## config.mk

```make
export PLATFORM = sky130hd
export DESIGN_NAME = audio_soft_ramp_flat
export DESIGN_NICKNAME = d
export VERILOG_FILES = /design/src/rtl/audio_soft_ramp_if.sv /design/src/rtl/audio_soft_ramp.sv /design/src/flat_wrapper.sv
export SDC_FILE = /design/constraint.sdc
export NUM_CORES = 1
export LEC_CHECK = 0
export CAP_MARGIN = 20
export CELL_PAD_IN_SITES_DETAIL_PLACEMENT = 2
export CELL_PAD_IN_SITES_GLOBAL_PLACEMENT = 2
export CORE_MARGIN = 2
export CORE_UTILIZATION = 40
export DETAILED_ROUTE_END_ITERATION = 12
export PLACE_DENSITY_LB_ADDON = 0.12
export SETUP_SLACK_MARGIN = 0.15
export SLEW_MARGIN = 10
export SYNTH_ARGS = -nofsm -noshare
export SYNTH_HDL_FRONTEND = slang
export SYNTH_SLANG_ARGS = --single-unit
```

## constraint.sdc

```tcl
create_clock -name clk -period 6.9 [get_ports clk]
set_input_delay 1.38 -clock clk [delete_from_list [all_inputs] [get_ports clk]]
set_output_delay 1.38 -clock clk [all_outputs]
set_load 0.005 [all_outputs]
```

## src/rtl/audio_soft_ramp_if.sv

```systemverilog
// Sample stream between the audio core, the soft-ramp stage and the I2S transmitter.
// The master drives the strobe, the raw samples and the mute level. The slave (the ramp)
// returns the scaled pair and its status flags.
interface audio_soft_ramp_if #(
    parameter int unsigned DATA_W = 16
);
    logic              sample_stb;
    logic [DATA_W-1:0] in_l;
    logic [DATA_W-1:0] in_r;
    logic              mute;
    logic [DATA_W-1:0] out_l;
    logic [DATA_W-1:0] out_r;
    logic              out_valid;
    logic              muted;
    logic              ramping;

    modport master (
        output sample_stb,
        output in_l,
        output in_r,
        output mute,
        input  out_l,
        input  out_r,
        input  out_valid,
        input  muted,
        input  ramping
    );

    modport slave (
        input  sample_stb,
        input  in_l,
        input  in_r,
        input  mute,
        output out_l,
        output out_r,
        output out_valid,
        output muted,
        output ramping
    );
endinterface

```

## src/rtl/audio_soft_ramp.sv

```systemverilog
// Click-free soft mute and start-up volume ramp placed ahead of the I2S transmitter.
// A stepped gain (GAIN_W fraction bits, unity = 2**GAIN_W) scales each stereo pair.
// The gain advances one LSB every STEP_SAMPLES accepted strobes while ramping.
// Datapath: capture (strobe edge) -> product register -> arithmetic shift slice.
// out_valid therefore appears exactly two cycles after sample_stb.
module audio_soft_ramp #(
    parameter int unsigned DATA_W       = 16,
    parameter int unsigned GAIN_W       = 8,
    parameter int unsigned STEP_SAMPLES = 64
) (
    input logic              clk,
    input logic              reset_n,
    audio_soft_ramp_if.slave bus
);
    localparam int unsigned CNT_W  = (STEP_SAMPLES > 1) ? $clog2(STEP_SAMPLES) : 1;
    localparam int unsigned PROD_W = DATA_W + GAIN_W + 1;

    localparam logic [GAIN_W:0]  GAIN_UNITY = {1'b1, {GAIN_W{1'b0}}};
    localparam logic [GAIN_W:0]  GAIN_ONE   = {{GAIN_W{1'b0}}, 1'b1};
    localparam logic [GAIN_W:0]  GAIN_TOP   = GAIN_UNITY - GAIN_ONE;
    localparam logic [CNT_W-1:0] CNT_ONE    = {{(CNT_W-1){1'b0}}, 1'b1};
    localparam logic [CNT_W-1:0] CNT_LAST   = CNT_W'(STEP_SAMPLES - 1);

    typedef enum logic [1:0] {
        StMuted,
        StRampUp,
        StUnity,
        StRampDown
    } state_e;

    // Control state
    state_e           state_q;
    logic [GAIN_W:0]  gain_q;
    logic [CNT_W-1:0] step_cnt_q;
    logic             muted_q;
    logic             ramping_q;
    logic             step_done;

    // Pipeline state
    logic                     cap_valid_q;
    logic        [DATA_W-1:0] cap_l_q;
    logic        [DATA_W-1:0] cap_r_q;
    logic        [GAIN_W:0]   cap_gain_q;
    logic        [PROD_W-1:0] mul_l;
    logic        [PROD_W-1:0] mul_r;
    logic        [PROD_W-1:0] gain_ext;
    logic                     prod_valid_q;
    logic        [PROD_W-1:0] prod_l_q;
    logic        [PROD_W-1:0] prod_r_q;
    logic                     unused_prod_bits;

    assign step_done = (step_cnt_q == CNT_LAST);

    // Gain FSM: advances only on strobe cycles; flags are registered decodes of the new state.
    always_ff @(posedge clk or negedge reset_n) begin
        if (!reset_n) begin
            state_q    <= StMuted;
            gain_q     <= '0;
            step_cnt_q <= '0;
            muted_q    <= 1'b1;
            ramping_q  <= 1'b0;
        end else if (bus.sample_stb) begin
            unique case (state_q)
                StMuted: begin
                    if (!bus.mute) begin
                        state_q    <= StRampUp;
                        step_cnt_q <= '0;
                        muted_q    <= 1'b0;
                        ramping_q  <= 1'b1;
                    end
                end
                StRampUp: begin
                    if (bus.mute) begin
                        // Reverse direction from the current gain; no jump.
                        state_q    <= StRampDown;
                        step_cnt_q <= '0;
                    end else if (step_done) begin
                        step_cnt_q <= '0;
                        if (gain_q >= GAIN_TOP) begin
                            gain_q    <= GAIN_UNITY;
                            state_q   <= StUnity;
                            ramping_q <= 1'b0;
                        end else begin
                            gain_q <= gain_q + GAIN_ONE;
                        end
                    end else begin
                        step_cnt_q <= step_cnt_q + CNT_ONE;
                    end
                end
                StUnity: begin
                    if (bus.mute) begin
                        state_q    <= StRampDown;
                        step_cnt_q <= '0;
                        ramping_q  <= 1'b1;
                    end
                end
                StRampDown: begin
                    if (!bus.mute) begin
                        state_q    <= StRampUp;
                        step_cnt_q <= '0;
                    end else if (step_done) begin
                        step_cnt_q <= '0;
                        // Clamp at zero so a mute straight after unmute cannot underflow.
                        if (gain_q <= GAIN_ONE) begin
                            gain_q    <= '0;
                            state_q   <= StMuted;
                            muted_q   <= 1'b1;
                            ramping_q <= 1'b0;
                        end else begin
                            gain_q <= gain_q - GAIN_ONE;
                        end
                    end else begin
                        step_cnt_q <= step_cnt_q + CNT_ONE;
                    end
                end
            endcase
        end
    end

    // Stage 0: capture the sample pair with the gain in force before this strobe's update.
    always_ff @(posedge clk or negedge reset_n) begin
        if (!reset_n) begin
            cap_valid_q <= 1'b0;
            cap_l_q     <= '0;
            cap_r_q     <= '0;
            cap_gain_q  <= '0;
        end else begin
            cap_valid_q <= bus.sample_stb;
            if (bus.sample_stb) begin
                cap_l_q    <= bus.in_l;
                cap_r_q    <= bus.in_r;
                cap_gain_q <= gain_q;
            end
        end
    end

    // Signed sample times unsigned gain, both extended to the full product width.
    always_comb begin
        gain_ext = {{DATA_W{1'b0}}, cap_gain_q};
        mul_l    = {{(GAIN_W + 1){cap_l_q[DATA_W-1]}}, cap_l_q} * gain_ext;
        mul_r    = {{(GAIN_W + 1){cap_r_q[DATA_W-1]}}, cap_r_q} * gain_ext;
    end

    // Stage 1: register the products; they hold between strobes, so the outputs do too.
    always_ff @(posedge clk or negedge reset_n) begin
        if (!reset_n) begin
            prod_valid_q <= 1'b0;
            prod_l_q     <= '0;
            prod_r_q     <= '0;
        end else begin
            prod_valid_q <= cap_valid_q;
            if (cap_valid_q) begin
                prod_l_q <= mul_l;
                prod_r_q <= mul_r;
            end
        end
    end

    // Stage 2: arithmetic shift by GAIN_W is a bit slice (floor toward -inf).
    // gain <= unity guarantees the slice holds the whole result.
    assign bus.out_l     = prod_l_q[GAIN_W +: DATA_W];
    assign bus.out_r     = prod_r_q[GAIN_W +: DATA_W];
    assign bus.out_valid = prod_valid_q;
    assign bus.muted     = muted_q;
    assign bus.ramping   = ramping_q;

    assign unused_prod_bits = ^{prod_l_q[GAIN_W-1:0], prod_l_q[PROD_W-1],
                                prod_r_q[GAIN_W-1:0], prod_r_q[PROD_W-1]};

endmodule

```

## src/flat_wrapper.sv

```systemverilog
// flat-port wrapper written by rule: the top's interface ports become plain ports
module audio_soft_ramp_flat 
#(
    parameter int unsigned DATA_W       = 16,
    parameter int unsigned GAIN_W       = 8,
    parameter int unsigned STEP_SAMPLES = 64
)
  (clk, reset_n, bus_sample_stb, bus_in_l, bus_in_r, bus_mute, bus_out_l, bus_out_r, bus_out_valid, bus_muted, bus_ramping);
  audio_soft_ramp_if #(.DATA_W(DATA_W)) bus_i ();
  input logic clk;
  input logic reset_n;
  input wire logic [$bits(bus_i.sample_stb)-1:0] bus_sample_stb;
  input wire logic [$bits(bus_i.in_l)-1:0] bus_in_l;
  input wire logic [$bits(bus_i.in_r)-1:0] bus_in_r;
  input wire logic [$bits(bus_i.mute)-1:0] bus_mute;
  output wire logic [$bits(bus_i.out_l)-1:0] bus_out_l;
  output wire logic [$bits(bus_i.out_r)-1:0] bus_out_r;
  output wire logic [$bits(bus_i.out_valid)-1:0] bus_out_valid;
  output wire logic [$bits(bus_i.muted)-1:0] bus_muted;
  output wire logic [$bits(bus_i.ramping)-1:0] bus_ramping;
  assign bus_i.sample_stb = bus_sample_stb;
  assign bus_i.in_l = bus_in_l;
  assign bus_i.in_r = bus_in_r;
  assign bus_i.mute = bus_mute;
  assign bus_out_l = bus_i.out_l;
  assign bus_out_r = bus_i.out_r;
  assign bus_out_valid = bus_i.out_valid;
  assign bus_muted = bus_i.muted;
  assign bus_ramping = bus_i.ramping;
  audio_soft_ramp #(.DATA_W(DATA_W), .GAIN_W(GAIN_W), .STEP_SAMPLES(STEP_SAMPLES)) u_core (.clk(clk), .reset_n(reset_n), .bus(bus_i));
endmodule
```

==> impl_metrics.json <==
{
  "outcome": "completed",
  "critical_path_buf_inv_count": 4,
  "regToRegSetupSlack_ps": 760,
  "cts_setup_buffers": 0,
  "grtUsageTotal_pct": 21.5,
  "numCtsBuffers": 9,
  "p_leak_nw": 7.71,
  "layout.cells.non_filler": 1921,
  "fp.dieH_um": 189,
  "drtIter0Drc": 180,
  "io_buffers": 70,
  "clk_pin_slew_ps": 80,
  "vdd_drop_max_uv": 124,
  "hold_path_end": "u_core.prod_r_q[16]$_DFFE_PN0P_",
  "hp-start": "u_core.prod_r_q[16]$_DFFE_PN0P_",
  "hpwl_mm": 29.1,
  "ys_ff_latch": 94,
  "r2r_start": "u_core.cap_gain_q[1]$_DFFE_PN0P_",
  "required_ps": 7180,
  "r2r-end": "u_core.prod_l_q[23]$_DFFE_PN0P_",
  "cp-end-kind": "flop",
  "fp.dieW_um": 189,
  "hold_depth": 1,
  "ys_seq_area_share_pct": 17.2,
  "min_period_ps": 6140,
  "worstPathArrival_ps": 6410,
  "routed_via_density": 5.03,
  "max-clock-path-buffers": 2,
  "maxCapViolCount": 0,
  "finalMaxSlewViolations": 0,
  "antenna_found_initial": 0,
  "preCtsSetupSlack_ps": 642,
  "cts_tree": "done",
  "ioPinCount": 71,
  "clock_sinks": 94,
  "start_util_pct": 40.7,
  "worst_hold_path_type": "reg -> reg",
  "routed_wirelength_mm": 35.8,
  "cts_hold_buf": 0,
  "nets": 1840,
  "yosys_warnings": 0,
  "syn_avg_cell_area_um2": 9.48,
  "slew_headroom_pct": 32.1,
  "wire_per_inst_um": 18.6,
  "setup_viol": 0,
  "ant_nets": 0,
  "dr_total_vias": 9661,
  "grt_max_degree": 57,
  "root_buffer": "clkbuf_16",
  "critPathKind": "reg -> reg",
  "syn_inst": 1442,
  "core_um2": 33600,
  "rr_worst_depth": 19,
  "final_core_util_pct": 45.0,
  "synth_edf_count": 0,
  "cp_common_cell": "fa_1",
  "fin_crit_sh_pct": 88.9,
  "synthFlopType": "dfrtp_1",
  "async_flop_share_pct": 100,
  "hold_viol": 0,
  "fp.dieArea_um2": 35700,
  "critPathLaunchType": "flop",
  "crit_family": "adder cells",
  "fmax_ghz": 0.163,
  "worst_pin_slew_ps": 1010,
  "drive_above_1_share_pct": 7.54,
  "htreeDepth": 3,
  "fin_tns_setup_ps": 0,
  "grt_pass1_vias": 11500,
  "area_growth_pct": 10.5,
  "drtPass1Iterations": 4,
  "rows": 67,
  "path_depth": 19,
  "grt_first_pass_wirelength_mm": 60.1,
  "worstSkewPairLatency_ps": 380,
  "synth_cell_types": 66,
  "cts_resized": 0,
  "synthesis.nets": 1815,
  "critPathMaxFanout": 18,
  "cp_cell_sequence": "buf_4 -> nand2_1 -> fa_1 -> inv_1 -> fa_1 -> inv_1 -> fa_1 -> fa_1 -> fa_1 -> inv_1 -> ha_1 -> a21oi_1 -> nor2b_1 -> o21ai_0 -> o311ai_2 -> o221ai_2 -> a21boi_2 -> or3_1 -> a31o_2",
  "crit_path_max_incr_delay_ps": 790,
  "drc": 0,
  "syn_area_um2": 13700,
  "nFillCells": 3638,
  "rsz0062_at_grt": "false",
  "slowest_stage": "dfrtp_1",
  "skew_ps": 15.4,
  "gr-total-overflow": 0,
  "layout_setup_ws_ps": 763,
  "place_congestion": 0.760,
  "dp_cells": 1903,
  "powerDensity_nw_per_um2": 160,
  "power.total_mw": 2.42
}
==> routing by layer <==
layer  share of wire, %  vias up  track usage [%]
met1                 44     5104             26.5
met5                  0        -                0
met4                2.0        0             6.16
met3                2.1       42             2.61
li1                   -     4427                -
met2                 52       88             39.6
==> cells by family (layout without fill, tap and decap cells) <==
logic type,count (synthesis),count (layout),share of synthesized area [%]
buffers and inverters,377,407,10.4
muxes,62,62,5.12
adders and majority gates,337,337,43.3
DFF,94,94,17.2
AOI/OAI and AO/OA,115,115,6.00
xor gates and xnor gates,46,46,2.95
and+or+nand+nor,411,411,15.0
other,0,1,0
==> layout by cell type (no fill, tap or decap), drive strengths merged, types with 4 or more instances in the layout <==
master / n
o21a: 5
and2: 129
o31ai: 7
nand4: 10
nand2: 181
xnor2: 29
o21ai: 25
a21oi: 28
ha: 109
nor3: 12
nor2b: 9
clkdlybuf4s50: 68
xor2: 17
buf: 19
a211oi: 7
fa: 228
nor2: 31
dfrtp: 93
inv: 305
or3: 5
clkbuf: 10
nand3: 12
and3: 5
a21o: 12
nand2b: 4
mux2: 61
==> where the power goes <==
| part | switching (mW) | internal, mW |
|---|---|---|
| logic | 0.526 | 0.521 |
| clock network | 0.257 | 0.321 |
| registers | 0.129 | 0.665 |
| total | 0.912 | 1.51 |
==> per-stage QoR <==
stage	hold WS (ps)	cell area, um^2
after floorplan	379	13700
after global placement	463	14800
after detailed placement	471	14800
after CTS	487	15100
after global routing	500	15100
final	479	15100
==> state kept, by name, summed over array words and instances (netlist names) <==
signal / cells
u_core.bus.ramping: 1
u_core.cap_valid_q: 1
u_core.state_q: 2
u_core.gain_q: 9
u_core.prod_l_q: 16
u_core.cap_r_q: 16
u_core.bus.muted: 1
u_core.bus.out_valid: 1
u_core.cap_gain_q: 9
u_core.prod_r_q: 16
u_core.cap_l_q: 16
u_core.step_cnt_q: 6
==> cell usage after synthesis, types with 4 or more instances <==
library cell,count,area share (%)
and2_1,128,5.9
ha_1,109,10
dfrtp_1,93,17
inv_1,303,8.3
mux2_2,60,4.9
a21o_1,12,0.66
o31ai_1,7,0.38
and3_1,5,0.23
a211oi_1,7,0.38
nor3_1,12,0.44
nor2b_1,9,0.41
fa_1,228,33
nand2b_1,4,0.18
o21ai_0,23,0.84
a21oi_1,28,1.0
xnor2_1,29,1.9
nor2_1,31,0.85
xor2_1,17,1.1
nand2_1,181,5.0
nand3_1,12,0.44
o21a_1,5,0.27
or3_1,5,0.23
buf_1,10,0.27
nand4_1,10,0.46
clkbuf_1,61,1.7
==> how the worst max path moves through the flow <==
stage                                     startpoint                               to  slack, ps
floorplan           u_core.cap_gain_q[1]$_DFFE_PN0P_  u_core.prod_l_q[23]$_DFFE_PN0P_       1480
global placement    u_core.cap_gain_q[4]$_DFFE_PN0P_  u_core.prod_r_q[22]$_DFFE_PN0P_        890
detailed placement  u_core.cap_gain_q[4]$_DFFE_PN0P_  u_core.prod_r_q[22]$_DFFE_PN0P_        640
CTS                 u_core.cap_gain_q[4]$_DFFE_PN0P_  u_core.prod_r_q[22]$_DFFE_PN0P_        610
global route        u_core.cap_gain_q[1]$_DFFE_PN0P_  u_core.prod_l_q[23]$_DFFE_PN0P_        410
finish              u_core.cap_gain_q[1]$_DFFE_PN0P_  u_core.prod_l_q[23]$_DFFE_PN0P_        760
==> area by class of cell <==
type | instances | area [um^2] | share of cell area, %
Clock inverter | 6 | 93.8 | 0.621
Antenna cell | 1 | 2.50 | 0.0166
Clock buffer | 10 | 229 | 1.51
Sequential cell | 94 | 2350 | 15.6
Multi-Input combinational cell | 971 | 9910 | 65.5
Inverter | 304 | 1140 | 7.55
Tap cell | 448 | 561 | 3.71
Timing Repair Buffer | 87 | 828 | 5.48
No activity file was read; power rests on OpenSTA's default activity.
